**src/rtl/sync_frame_tx_1101.sv**
```systemverilog
// Serial frame transmitter: sync word 1101, then the payload MSB-first, then GAP idle zeros.
// Every output is decoded from registered state, so no path exists from in_valid/in_data to any output.
module sync_frame_tx_1101 #(
    parameter int unsigned DATA_W   = 8,
    parameter int unsigned GAP      = 2,
    parameter logic [3:0]  SYNC_PAT = 4'b1101
) (
    input  logic              clk,
    input  logic              rst,
    input  logic [DATA_W-1:0] in_data,
    input  logic              in_valid,
    output logic              in_ready,
    output logic              out,
    output logic              out_valid,
    output logic              frame_done
);

    localparam int unsigned CNT_MAX = (DATA_W > GAP) ? ((DATA_W > 4) ? DATA_W : 4)
                                                     : ((GAP > 4) ? GAP : 4);
    localparam int unsigned CW = $clog2(CNT_MAX);

    localparam logic [1:0] S_IDLE = 2'd0;
    localparam logic [1:0] S_SYNC = 2'd1;
    localparam logic [1:0] S_DATA = 2'd2;
    localparam logic [1:0] S_GAP  = 2'd3;

    localparam logic [CW-1:0] SYNC_LAST = CW'(3);
    localparam logic [CW-1:0] DATA_LAST = CW'(DATA_W - 1);
    localparam logic [CW-1:0] GAP_LAST  = (GAP > 0) ? CW'(GAP - 1) : '0;

    logic [1:0]        state;
    logic [CW-1:0]     cnt;
    logic [DATA_W-1:0] shreg;
    logic              data_last;
    logic              gap_last;
    logic              accept;

    assign data_last = (state == S_DATA) && (cnt == DATA_LAST);
    assign gap_last  = (state == S_GAP) && (cnt == GAP_LAST);

    // The final cycle of a frame also accepts, so back-to-back frames have no idle bit.
    assign in_ready = (state == S_IDLE) || ((GAP == 0) ? data_last : gap_last);
    assign accept   = in_valid && in_ready;

    always_ff @(posedge clk) begin
        if (rst) begin
            state <= S_IDLE;
            cnt   <= '0;
            shreg <= '0;
        end else begin
            case (state)
                S_IDLE: begin
                    if (accept) begin
                        state <= S_SYNC;
                        cnt   <= '0;
                        shreg <= in_data;
                    end
                end
                S_SYNC: begin
                    if (cnt == SYNC_LAST) begin
                        state <= S_DATA;
                        cnt   <= '0;
                    end else begin
                        cnt <= cnt + 1'b1;
                    end
                end
                S_DATA: begin
                    shreg <= shreg << 1;
                    if (cnt == DATA_LAST) begin
                        cnt <= '0;
                        if (GAP > 0) begin
                            state <= S_GAP;
                        end else if (accept) begin
                            state <= S_SYNC;
                            shreg <= in_data;
                        end else begin
                            state <= S_IDLE;
                        end
                    end else begin
                        cnt <= cnt + 1'b1;
                    end
                end
                default: begin
                    if (cnt == GAP_LAST) begin
                        cnt <= '0;
                        if (accept) begin
                            state <= S_SYNC;
                            shreg <= in_data;
                        end else begin
                            state <= S_IDLE;
                        end
                    end else begin
                        cnt <= cnt + 1'b1;
                    end
                end
            endcase
        end
    end

    always_comb begin
        out        = 1'b0;
        out_valid  = 1'b0;
        frame_done = 1'b0;
        case (state)
            S_SYNC: begin
                out       = SYNC_PAT[2'd3 - cnt[1:0]];
                out_valid = 1'b1;
            end
            S_DATA: begin
                out        = shreg[DATA_W-1];
                out_valid  = 1'b1;
                frame_done = (cnt == DATA_LAST);
            end
            default: begin
                out        = 1'b0;
                out_valid  = 1'b0;
                frame_done = 1'b0;
            end
        endcase
    end

endmodule

```
**config.mk**
```make
export PLATFORM = sky130hd
export DESIGN_NAME = sync_frame_tx_1101
export DESIGN_NICKNAME = d
export VERILOG_FILES = /design/src/rtl/sync_frame_tx_1101.sv
export SDC_FILE = /design/constraint.sdc
export NUM_CORES = 1
export LEC_CHECK = 0
export BUFFER_PORTS_ARGS = -buffer_cell sky130_fd_sc_hd__buf_4
export CORE_UTILIZATION = 30
export CTS_CLUSTER_SIZE = 16
export DETAILED_ROUTE_END_ITERATION = 8
export PLACE_DENSITY_LB_ADDON = 0.25
export SKIP_CTS_REPAIR_TIMING = 1
export SYNTH_ARGS = -nofsm -noshare
export SYNTH_HDL_FRONTEND = slang
export SYNTH_SLANG_ARGS = --single-unit
```
**constraint.sdc**
```tcl
create_clock -name clk -period 4.7 [get_ports clk]
set_input_delay 0.235 -clock clk [delete_from_list [all_inputs] [get_ports clk]]
set_output_delay 0.235 -clock clk [all_outputs]
set_load 0.02 [all_outputs]
```
==> Yosys cells after proc, flatten, opt, wreduce, memory -nomap -nowiden <==
Index checks and enable logic that the tools add are counted.
{ "totals": {"mem_bits_ro": 0, "latchBits": 0, "out_inout_bits": 4, "ramBits": 0, "reg_bits": 13, "memories": 0} }
{ "op_classes": {"n_shift": 0, "n_mul": 0, "div_mod_pow": 0, "order_cmp": 1, "n_reduce_logical": 9, "bitwise_logic": 1, "n_eq_ne": 9, "add_sub_neg": 2, "n_mux": 19} }
{ "op_table": {"columns": ["op", "count"], "rows": [
  ["$pmux W8 S3", 1],
  ["$mux W8", 2],
  ["$mux W3", 4],
  ["$pmux W3 S3", 1],
  ["$mux W2", 4],
  ["$pmux W2 S3", 1],
  ["$eq A2 B2 Y1 const B", 2],
  ["$mux W1", 4],
  ["$ne A2 B2 Y1 const B", 2],
  ["$reduce_and A4 Y1", 1],
  ["$reduce_bool A4 Y1", 1],
  ["$add A3 B1 Y3 const B", 1],
  ["$eq A3 B1 Y1 const B", 1],
  ["$eq A3 B2 Y1 const B", 1],
  ["$eq A3 B3 Y1 const B", 1],
  ["$lt A2 B3 Y1 const B", 1],
  ["$reduce_bool A3 Y1", 1],
  ["$bmux W1 S2", 1],
  ["$eq A2 B1 Y1 const B", 1],
  ["$logic_and A1 B1 Y1", 2],
  ["$logic_not A2 Y1", 1],
  ["$ne A2 B1 Y1 const B", 1],
  ["$pmux W1 S2", 1],
  ["$reduce_and A2 Y1", 1],
  ["4 further kinds", 4]
]} }

==> Logic depth before layout (Yosys ltp) <==
Gate-level depths: netlist of run 1.
{ "logic_depth": {"ltp_word": 7, "ltp_mapped": 7, "depth_no_buf": 7} }

==> Least setup slack after synthesis of run 1 <==
No wires, ideal clock.
{ "synth_path": {"path_kind": "reg2reg", "from": "register state[0]", "to": "register shreg[3]", "stages_incl_launch_ff": 6, "arrival_ns": 1.418, "synth_period_minus_slack_ns": 1.537, "setup_slack_ns": 3.163, "n_path_buf": 0, "required_ns": 4.581, "path_cell_list": "dfxtp_1 -> inv_1 -> ha_1 -> and2_2 -> o31a_4 -> o221a_2"} }
{ "synth_via": {"elab_chain_len": 7, "word_cells_on_any_way": 13, "classes_between": "3 x eq/ne; 3 x mux; 1 x bitwise; 6 x reduce/logical"} }
{ "synth_rtl": {"columns": ["item", "line_no", "source"], "rows": [
  ["start, declared", "31", "logic [1:0] state;"],
  ["start signal, assigned", "47", "state <= S_IDLE;"],
  ["start signal, assigned", "54", "state <= S_SYNC;"],
  ["start signal, assigned", "61", "state <= S_DATA;"],
  ["$eq A2 B2 Y1", "39", "assign gap_last = (state == S_GAP) && (cnt == GAP_LAST);"],
  ["$logic_and A1 B1 Y1", "39", null],
  ["$logic_or A1 B1 Y1", "42", "assign in_ready = (state == S_IDLE) || ((GAP == 0) ? data_last : gap_last);"],
  ["$logic_and A1 B1 Y1", "43", "assign accept = in_valid && in_ready;"],
  ["$mux W8 (2 in a row)", null, null],
  ["$pmux W8 S3", "51", "case (state)"],
  ["end signal, assigned", "56", "shreg <= in_data;"],
  ["end signal, assigned", "68", "shreg <= shreg << 1;"],
  ["end signal, assigned", "75", "shreg <= in_data;"],
  ["end, declared", "33", "logic [DATA_W-1:0] shreg;"]
]} }
Parallel ways exist; a longest one is shown, timed or not. The select of a mux whose other input is x is not followed.
A chain may end at the register's enable or synchronous reset.

==> Final worst setup path of run 1 <==
{ "layout_path": {"from": "register state[0]", "to": "output port out"} }
{ "layout_via": {"elab_chain_len": 2, "word_cells_on_any_way": 3, "classes_between": "2 x eq/ne; 1 x mux"} }
{ "layout_rtl": {"columns": ["item", "line_no", "source"], "rows": [
  ["$eq A2 B2 Y1 / $eq A2 B1 Y1 (equally long branches)", "104", "case (state)"],
  ["$pmux W1 S2 *", "104", null],
  ["end, declared", "13", "output logic out,"]
]} }
Mark *: on every way between the ends. The rest lies on a longest branch, timed or not.

==> results of run 1 <==
==> metal layers <==
layer | vias to the layer above | track usage
met3 | 0 | 0.0535
met2 | 15 | 0.240
met5 | - | 0
li1 | 386 | -
met1 | 343 | 0.161
met4 | 0 | 0.0348
==> registers in the layout (all words and copies together), names as in the netlist <==
register and cells:
state 2, cnt 3, shreg 8
==> power by group through the flow <==
stage | sequential, mW | combinational, mW | clock, mW
floorplan | 0.186 | 0.280 | 0
global placement | 0.195 | 0.345 | 0
detailed placement | 0.197 | 0.348 | 0
CTS | 0.194 | 0.349 | 0.0771
global route | 0.200 | 0.390 | 0.0830
finish | 0.194 | 0.348 | 0.0740
==> kinds of logic (layout without fill, tap and decap cells) <==
kind of cell             count (synthesis)  in the layout  share of synthesized area
buffers and inverters                   16             30                     0.0869
AO/OA/AOI/OAI                           31             31                      0.286
adder cells (fa/ha/maj)                 11             11                      0.157
flip-flops                              13             13                      0.296
AND/OR/NAND/NOR                         26             26                      0.162
multiplexers                             1              1                     0.0114
==> synthesized netlist by cell type, types with 2 or more instances <==
master / instances
sky130_fd_sc_hd__a21oi_1: 8
sky130_fd_sc_hd__ha_1: 11
sky130_fd_sc_hd__dfxtp_1: 13
sky130_fd_sc_hd__o221a_2: 2
sky130_fd_sc_hd__a22oi_1: 2
sky130_fd_sc_hd__inv_1: 12
sky130_fd_sc_hd__nor2_1: 9
sky130_fd_sc_hd__o221a_1: 4
sky130_fd_sc_hd__o22a_1: 2
sky130_fd_sc_hd__buf_6: 2
sky130_fd_sc_hd__nand2_1: 3
sky130_fd_sc_hd__nor3_1: 3
sky130_fd_sc_hd__a211oi_1: 2
sky130_fd_sc_hd__nand2b_1: 2
==> area by class of cell <==
type                    instances  area, sq um
flip-flops and latches         13          260
well taps                      31         38.8
clock buffers                   4         26.3
fillers                       293         1740
inverters                      12         45.0
repair buffers                 14          105
multi-input cells              69          542
==> through the flow <==
stage	area (sq um)	std cells	utilization
2_1_floorplan	878	98	-
3_3_place_gp	991	139	0.359
3_5_place_dp	991	139	0.359
4_1_cts	1020	143	0.369
5_1_grt	1020	143	0.369
6_report	1020	143	0.369
==> worst paths after layout <==
path | start | to | slack (ns) | depth (start not counted)
setup reg to reg | state[0] | shreg[3] | 2.92 | 5
hold / removal | in_data[2] | shreg[2] | 0.22 | 2
setup / recovery | state[0] | out | 2.79 | 5
hold reg to reg | cnt[0] | cnt[0] | 0.52 | 2
==> worst register-to-register path: stages (launching register included) <==
cell and delay, ns:
sky130_fd_sc_hd__dfxtp_1 0.41, sky130_fd_sc_hd__inv_1 0.08, sky130_fd_sc_hd__ha_1 0.40, sky130_fd_sc_hd__nor2_1 0.22
sky130_fd_sc_hd__o21ai_1 0.22, sky130_fd_sc_hd__o221a_2 0.33
==> flow_summary.ini, run 1 <==
[synth]
synth.ff_latch_count = 13
synth_sequential_area_ratio = 0.296
synth-edff-count = 0
postSynthCellCount = 98
synthFlopType = sky130_fd_sc_hd__dfxtp_1
mappedNetlistNets = 120
ys.warnings.count = 0
avgSynthCellArea_sq_um = 8.96
synthTopCellsByArea = sky130_fd_sc_hd__dfxtp_1 (30%), sky130_fd_sc_hd__ha_1 (16%), sky130_fd_sc_hd__inv_1 (5.1%)
synth_area_sq_um = 878
synth_largest_area_cell = sky130_fd_sc_hd__dfxtp_1
synth-async-reset-ratio = 0
synth_cell_type_count = 37
yosysTopAreaCellShare = 0.296

[route]
routed-via-count = 744
drc = 0
met3RoutedLength_um = 102
m1WireLength_um = 950
vias_per_cell = 5.20
drt-total-wl_um = 1950
dr.first_iter.drc_count = 11
drtAntennaViolNets = 0
met2_length_um = 898
highest_layer = met3
detail_routed_net_length_per_standard_cell_um = 13.6
detailedRoute.firstPassIterationCount = 4

[die]
fp.coreArea_sq_um = 2760
die_w_um = 56.1
design.die.area_sq_um = 3150
count_of_boundary_i_o_pins = 15
floorplan.die.height_um = 56.1
rows = 19
initial_cell_density_of_the_core = 0.319

[setup_path]
slowest_stage = sky130_fd_sc_hd__ha_1
cp_data_required_time_ns = 4.47
worst-path-max-fanout = 15
max_stage_delay_ns = 0.51
arrival_ns = 1.67
worst-setup-path-type = flop to primary output
cpLargestDelayFamily = adder cells
worst_setup_path_end_kind = primary output
path_cells = inv_1 -> ha_1 -> a22oi_1 -> nor2b_1 -> buf_4
setup.worst_path.start_class = flop
cp.buffers_inverters = 2

[global_routing]
grt_remaining_overflow = 0
grt_antenna_before_repair = 0
first_global_vias = 775
track_usage = 0.139
grt_pass1_wl_um = 3440
pin_count_of_the_biggest_net_entering_global_routing = 16

[power_and_ir_drop]
swShare = 0.441
power.net_switching_mw = 0.272
leakage_nw = 0.432
finalPower_mw = 0.616
pwr_density_cell_nw_per_um2 = 606
p_int_mw = 0.344
part_of_the_power_in_combinational_logic = 0.565
power.sequential.fraction = 0.315
irDropWorstVdd_uv = 317
share_clk_of_total_power = 0.120

[timing]
timing.hold.ws_ns = 0.222
rsz0062_at_grt = false
report.final.slew_viol_count = 0
fin_crit_sh = 0.406
finalClockSkew_ns = 0.0109
setup_slack_ns = 2.79
timing.max_slew.rel_slack = 0.632
final_period_minus_worst_setup_slack_ns = 1.91
final_setup_vio_count = 0
final-hold-violation-count = 0
fmax_mhz = 525
timing_worst_slew_pin_value_ns = 0.552
finalSetupTns_ns = 0

[cells_and_area]
proportion_of_layout_cells_with_a_drive_suffix_above_1 = 0.223
layout_commonest_cell = sky130_fd_sc_hd__buf_4
num-nets-final = 135
diodes = 0
most-common-layout-cells = sky130_fd_sc_hd__buf_4 (14), sky130_fd_sc_hd__dfxtp_1 (13), sky130_fd_sc_hd__inv_1 (12)
syn_to_final_growth_pct = 15.8

[clock_tree]
clock_latency_ns = 0.29
clock_tree.root_cell = sky130_fd_sc_hd__clkbuf_4
clock_sinks = 13
clk_path_buf_depth = 2
cts_made_buffers = 3
cts-htree-levels = 1
cts_tree = built
worst_setup_hold_path_clk_slew_ns = 0.09

[outcome]
status = finished clean

[place]
place_hpwl_um = 1450
buffer_ports.inserted = 14
dp_worst_setup_slack_ns = 2.95
gp_routability_congestion = 0.817

[flow_run]
timing.max_cap.violations = 0

[hold_path]
hold_path_class = primary input to flop
Power figures use the tool's default switching activity.
==> run 2: changes to the inputs <==
--- a/config.mk
+++ b/config.mk
@@ -5,6 +5,7 @@
 export SDC_FILE = /design/constraint.sdc
 export NUM_CORES = 1
 export LEC_CHECK = 0
+export ABC_AREA = 1
 export BUFFER_PORTS_ARGS = -buffer_cell sky130_fd_sc_hd__buf_4
 export CORE_UTILIZATION = 30
 export CTS_CLUSTER_SIZE = 16
==> constraint.sdc (replaced) <==
create_clock -name clk -period 1.6 [get_ports clk]
set_input_delay 0.08 -clock clk [delete_from_list [all_inputs] [get_ports clk]]
set_output_delay 0.08 -clock clk [all_outputs]
set_load 0.02 [all_outputs]
==> flow_summary.ini, run 2 <==
[outcome]
status = finished clean

[setup_path]
worst-setup-path-type = flop to primary output
rr_endpoint = state[0]
cp_data_required_time_ns = 1.52
worst-path-max-fanout = 8
reg2reg_slack_ns = 0.16
worst_r2r_path_depth = 7
rr_startpoint = cnt[0]
worst_setup_path_end_kind = primary output
setup.worst_path.start_class = flop
arrival_ns = 1.42

[place]
buffer_ports.inserted = 14
postPlaceCellArea_sq_um = 1160
place_hpwl_um = 1600
gp_routability_congestion = 0.817
cell_count_post_placement = 184

[global_routing]
grt_remaining_overflow = 0
grt_antenna_before_repair = 0
grt_pass1_wl_um = 3370
pin_count_of_the_biggest_net_entering_global_routing = 11
first_global_vias = 786
track_usage = 0.128

[route]
detailedRoute.firstPassIterationCount = 4
dr.first_iter.drc_count = 34
drc = 0
drt-total-wl_um = 2030
drtAntennaViolNets = 0
vias_per_cell = 4.38
detail_routed_net_length_per_standard_cell_um = 10.7
routed-via-count = 827

[hold_path]
hold_path_class = primary input to flop
min_delay_path_depth = 3
hp-start = in_data[0]
min_to = shreg[0]

[flow_run]
timing.max_cap.violations = 0

[power_and_ir_drop]
irDropWorstVdd_uv = 610
pwr_density_cell_nw_per_um2 = 1790
finalPower_mw = 2.22
leakage_nw = 0.536

[timing]
final_period_minus_worst_setup_slack_ns = 1.50
finalClockSkew_ns = 0.00312
timing_worst_slew_pin_value_ns = 0.276
fin_crit_sh = 0.936
fmax_mhz = 667
rsz0062_at_grt = false
final-hold-violation-count = 0
final_setup_vio_count = 0
report.final.slew_viol_count = 0
timing.max_slew.rel_slack = 0.815

[cells_and_area]
syn_to_final_growth_pct = 24.6
largest_register_ffs = 8
proportion_of_layout_cells_with_a_drive_suffix_above_1 = 0.386
fin_area_sq_um = 1230
largest-register = shreg
final_cell_count_no_fill = 189
layout_commonest_cell = sky130_fd_sc_hd__nand2_1
most-common-layout-cells = sky130_fd_sc_hd__nand2_1 (17), sky130_fd_sc_hd__nor2_2 (15), sky130_fd_sc_hd__buf_4 (15)
biggestRegsByFlops = shreg: 8 flops, cnt: 3 flops, state: 2 flops
fillCellCount = 340
diodes = 0
num-nets-final = 168

[synth]
postSynthCellCount = 125
synth_cell_type_count = 26
post_synth_most_frequent_cells = sky130_fd_sc_hd__nand2_1 (17), sky130_fd_sc_hd__nor2_2 (15), sky130_fd_sc_hd__dfxtp_1 (13)
synth_sequential_area_ratio = 0.263
synth.ff_latch_count = 13
synthTopCellsByArea = sky130_fd_sc_hd__dfxtp_1 (26%), sky130_fd_sc_hd__ha_1 (14%), sky130_fd_sc_hd__nor2_2 (9.5%)
synth_largest_area_cell = sky130_fd_sc_hd__dfxtp_1
mappedNetlistNets = 147
synthFlopType = sky130_fd_sc_hd__dfxtp_1
ys.warnings.count = 0
most_used_standard_cell_by_instance_count_after_synthesis = sky130_fd_sc_hd__nand2_1
synth-edff-count = 0
synth_area_sq_um = 991
yosysTopAreaCellShare = 0.263
synth-async-reset-ratio = 0
avgSynthCellArea_sq_um = 7.93

[clock_tree]
cts-htree-levels = 1
worst_setup_hold_path_clk_slew_ns = 0.08
clk_path_buf_depth = 2
cts_tree = built
clock_sinks = 13
cts_made_buffers = 3
clock_tree.root_cell = sky130_fd_sc_hd__clkbuf_4
clock_latency_ns = 0.27

[die]
initial_cell_density_of_the_core = 0.319
rows = 20
floorplan.die.height_um = 59.5
die_w_um = 59.5
count_of_boundary_i_o_pins = 15
design.die.area_sq_um = 3540
fp.coreArea_sq_um = 3100
[run 2: cell types whose count changed after synthesis, sizes merged, moves of 3 or more]
cell | before | now
or2 | 0 | 3
a21oi | 8 | 5
o21ai | 2 | 9
inv | 12 | 16
nor2 | 10 | 21
mux2i | 1 | 7
nand2 | 3 | 23
o221a | 6 | 0
nand3 | 0 | 10
[run 2: how the worst max path moves through the flow]
stage	start	to	cells past startpoint
6_report	state[0]	out	7
5_1_grt	state[0]	out	7
4_1_cts	state[0]	out	7
3_5_place_dp	state[0]	state[0]	6
3_3_place_gp	state[1]	state[0]	6
2_1_floorplan	state[0]	state[0]	6
[run 2: final cells by class]
class                   count  area (sq um)  area share
well taps                  44          55.1      0.0446
clock buffers               4          26.3      0.0213
inverters                  16          67.6      0.0547
multi-input cells          94           673       0.545
repair buffers             18           145       0.118
flip-flops and latches     13           268       0.217
[run 2: worst max-delay path, stage by stage (launching register included)]
cell,delay (ns)
sky130_fd_sc_hd__dfxtp_4,0.38
sky130_fd_sc_hd__inv_2,0.06
sky130_fd_sc_hd__ha_4,0.17
sky130_fd_sc_hd__buf_6,0.14
sky130_fd_sc_hd__nand2_1,0.06
sky130_fd_sc_hd__o21ai_1,0.05
sky130_fd_sc_hd__and2_1,0.13
sky130_fd_sc_hd__buf_4,0.15
[run 2: power by group]
group / internal [mW] / total (mW) / leakage [nW] / switching, mW
combinational: 0.590 / 1.41 / 0.413 / 0.820
clock: 0.0965 / 0.207 / 0.0150 / 0.110
sequential: 0.474 / 0.598 / 0.109 / 0.123
total: 1.16 / 2.22 / 0.536 / 1.05
[run 2: cells by family (layout without fill, tap and decap cells)]
family,Yosys count,in the layout,synth area share
mux,7,7,0.0707
fa+ha+maj,11,11,0.139
flops,13,13,0.263
buf+inv,18,38,0.0833
simple gates,61,61,0.364
compound gates,15,15,0.0808
[run 2: per-stage QoR]
stage / utilization / hold slack [ns] / TNS (ns) / worst slack, ns
after floorplan: - / 0.142 / 0 / 0.179
after global placement: 0.373 / 0.283 / 0 / 0.150
after detailed placement: 0.373 / 0.285 / 0 / 0.142
after CTS: 0.382 / -0.0199 / -0.111 / -0.111
after global routing: 0.398 / 0.0781 / 0 / 0.00553
final: 0.398 / 0.0697 / 0 / 0.102
[run 2: per-layer routing]
metal,up-vias,GRT usage,share of wire
met2,7,0.201,0.47
met4,0,0.0306,0.0069
li1,444,-,-
met1,374,0.166,0.50
met3,2,0.0459,0.031
met5,-,0,0
==> run 3: changes to the inputs <==
--- a/config.mk
+++ b/config.mk
@@ -5,7 +5,6 @@
 export SDC_FILE = /design/constraint.sdc
 export NUM_CORES = 1
 export LEC_CHECK = 0
-export ABC_AREA = 1
 export BUFFER_PORTS_ARGS = -buffer_cell sky130_fd_sc_hd__buf_4
 export CORE_UTILIZATION = 30
 export CTS_CLUSTER_SIZE = 16
==> constraint.sdc (replaced) <==
create_clock -name clk -period 1.6 [get_ports clk]
set_input_delay 0.08 -clock clk [delete_from_list [all_inputs] [get_ports clk]]
set_output_delay 0.08 -clock clk [all_outputs]
set_load 0.1 [all_outputs]
==> flow_summary.ini, run 3 (synthesized netlist as in run 1, its figures left out) <==
[power_and_ir_drop]
leakage_nw = 0.468
irDropWorstVdd_uv = 1000
finalPower_mw = 2.36
pwr_density_cell_nw_per_um2 = 2090

[cells_and_area]
num-nets-final = 140
biggestRegsByFlops = shreg: 8 flops, cnt: 3 flops, state: 2 flops
diodes = 0
multiInputGateArea_sq_um = 587
layout.area.seq_sq_um = 268
proportion_of_layout_cells_with_a_drive_suffix_above_1 = 0.393
most-common-layout-cells = sky130_fd_sc_hd__buf_4 (16), sky130_fd_sc_hd__inv_1 (10), sky130_fd_sc_hd__nor2_1 (9), sky130_fd_sc_hd__dfxtp_1 (9), sky130_fd_sc_hd__a21oi_1 (8)
largest-register = shreg
fillCellCount = 283
syn_to_final_growth_pct = 28.8
largest_register_ffs = 8
layout_commonest_cell = sky130_fd_sc_hd__buf_4

[clock_tree]
clock_latency_ns = 0.28
cts_made_buffers = 3
clk_path_buf_depth = 2
cts_tree = built
cts-htree-levels = 1
worst_setup_hold_path_clk_slew_ns = 0.08
clock_tree.root_cell = sky130_fd_sc_hd__clkbuf_4
clock_sinks = 13

[timing]
final_period_minus_worst_setup_slack_ns = 1.56
finalClockSkew_ns = 0.00555
report.final.slew_viol_count = 0
finalSetupTns_ns = 0
final_setup_vio_count = 0
final-hold-violation-count = 0
timing.max_slew.rel_slack = 0.768
fmax_mhz = 641
timing_worst_slew_pin_value_ns = 0.344
rsz0062_at_grt = true
fin_crit_sh = 0.975

[die]
count_of_boundary_i_o_pins = 15
initial_cell_density_of_the_core = 0.319
fp.coreArea_sq_um = 2760
floorplan.die.height_um = 56.1
design.die.area_sq_um = 3150
rows = 19
die_w_um = 56.1

[hold_path]
min_delay_path_depth = 2
min_to = shreg[7]
hp-start = in_data[7]
hold_path_class = primary input to flop

[setup_path]
reg2reg_slack_ns = 0.05
worst_r2r_path_depth = 6
rr_endpoint = shreg[5]
rr_startpoint = cnt[1]
worst-path-max-fanout = 4
cp_data_required_time_ns = 1.52
setup.worst_path.start_class = flop
arrival_ns = 1.48
worst-setup-path-type = flop to primary output
worst_setup_path_end_kind = primary output

[outcome]
status = finished clean

[global_routing]
first_global_vias = 815
pin_count_of_the_biggest_net_entering_global_routing = 16
track_usage = 0.146
grt_remaining_overflow = 0
grt_antenna_before_repair = 0
grt_pass1_wl_um = 3680

[flow_run]
timing.max_cap.violations = 0

[route]
detail_routed_net_length_per_standard_cell_um = 14.5
dr.first_iter.drc_count = 15
vias_per_cell = 5.27
drc = 0
routed-via-count = 780
detailedRoute.firstPassIterationCount = 4
drt-total-wl_um = 2140
drtAntennaViolNets = 0

[place]
buffer_ports.inserted = 14
gp_routability_congestion = 0.798
place_hpwl_um = 1540
==> run 3: changes by cell type in the layout (fill, tap and decap cells not counted), sizes merged, moves of 3 or more <==
cell	change
o21ai	-7
nor2	-11
nand2	-20
or2	-3
inv	-4
mux2i	-6
o221a	+6
a21oi	+3
nand3	-10
==> run 3: report_power, final <==
| part | internal, mW | leakage [nW] | switching [mW] | total [mW] |
|---|---|---|---|---|
| logic | 0.643 | 0.344 | 0.933 | 1.58 |
| clock network | 0.0966 | 0.0150 | 0.106 | 0.203 |
| registers | 0.478 | 0.109 | 0.107 | 0.585 |
==> run 3: routing by layer <==
layer | part of all wire | up-vias | GRT usage
met5 | 0 | - | 0
met4 | 0 | 0 | 0.0383
met3 | 0.044 | 0 | 0.0512
met2 | 0.50 | 16 | 0.216
met1 | 0.46 | 370 | 0.201
li1 | - | 394 | -
==> run 3: worst max-delay path by stage <==
stage | slack, ns | start | endpoint | depth (start not counted)
after floorplan | -0.01 | state[0] | out | 3
after global placement | -0.04 | cnt[1] | shreg[0] | 6
after detailed placement | -0.06 | state[1] | shreg[0] | 6
after CTS | -0.15 | state[0] | out | 5
after global routing | -0.04 | cnt[0] | cnt[2] | 7
final | 0.04 | cnt[1] | in_ready | 5
==> run 3: cell type report <==
class / count / share of cell area
flip-flops and latches: 13 / 0.237
inverters: 12 / 0.0398
multi-input cells: 69 / 0.519
clock buffers: 4 / 0.0232
well taps: 31 / 0.0343
repair buffers: 19 / 0.147
==> run 3: critical path: stages, from the launching register on <==
cell                      delay, ns
sky130_fd_sc_hd__dfxtp_2       0.35
sky130_fd_sc_hd__inv_1         0.06
sky130_fd_sc_hd__ha_2          0.19
sky130_fd_sc_hd__and2b_2       0.23
sky130_fd_sc_hd__a21o_1        0.19
sky130_fd_sc_hd__buf_12        0.17
==> run 3: per-stage QoR <==
stage	hold slack, ns	setup WS [ns]	cell area, sq um	utilization	std cells
after global placement	0.355	-0.0416	1050	0.381	144
after CTS	0.0701	-0.146	1080	0.390	148
after global routing	0.0700	-0.0393	1130	0.410	148
final	0.0798	0.0403	1130	0.410	148
after detailed placement	0.358	-0.0577	1050	0.381	144
after floorplan	0.156	-0.0116	900	-	98
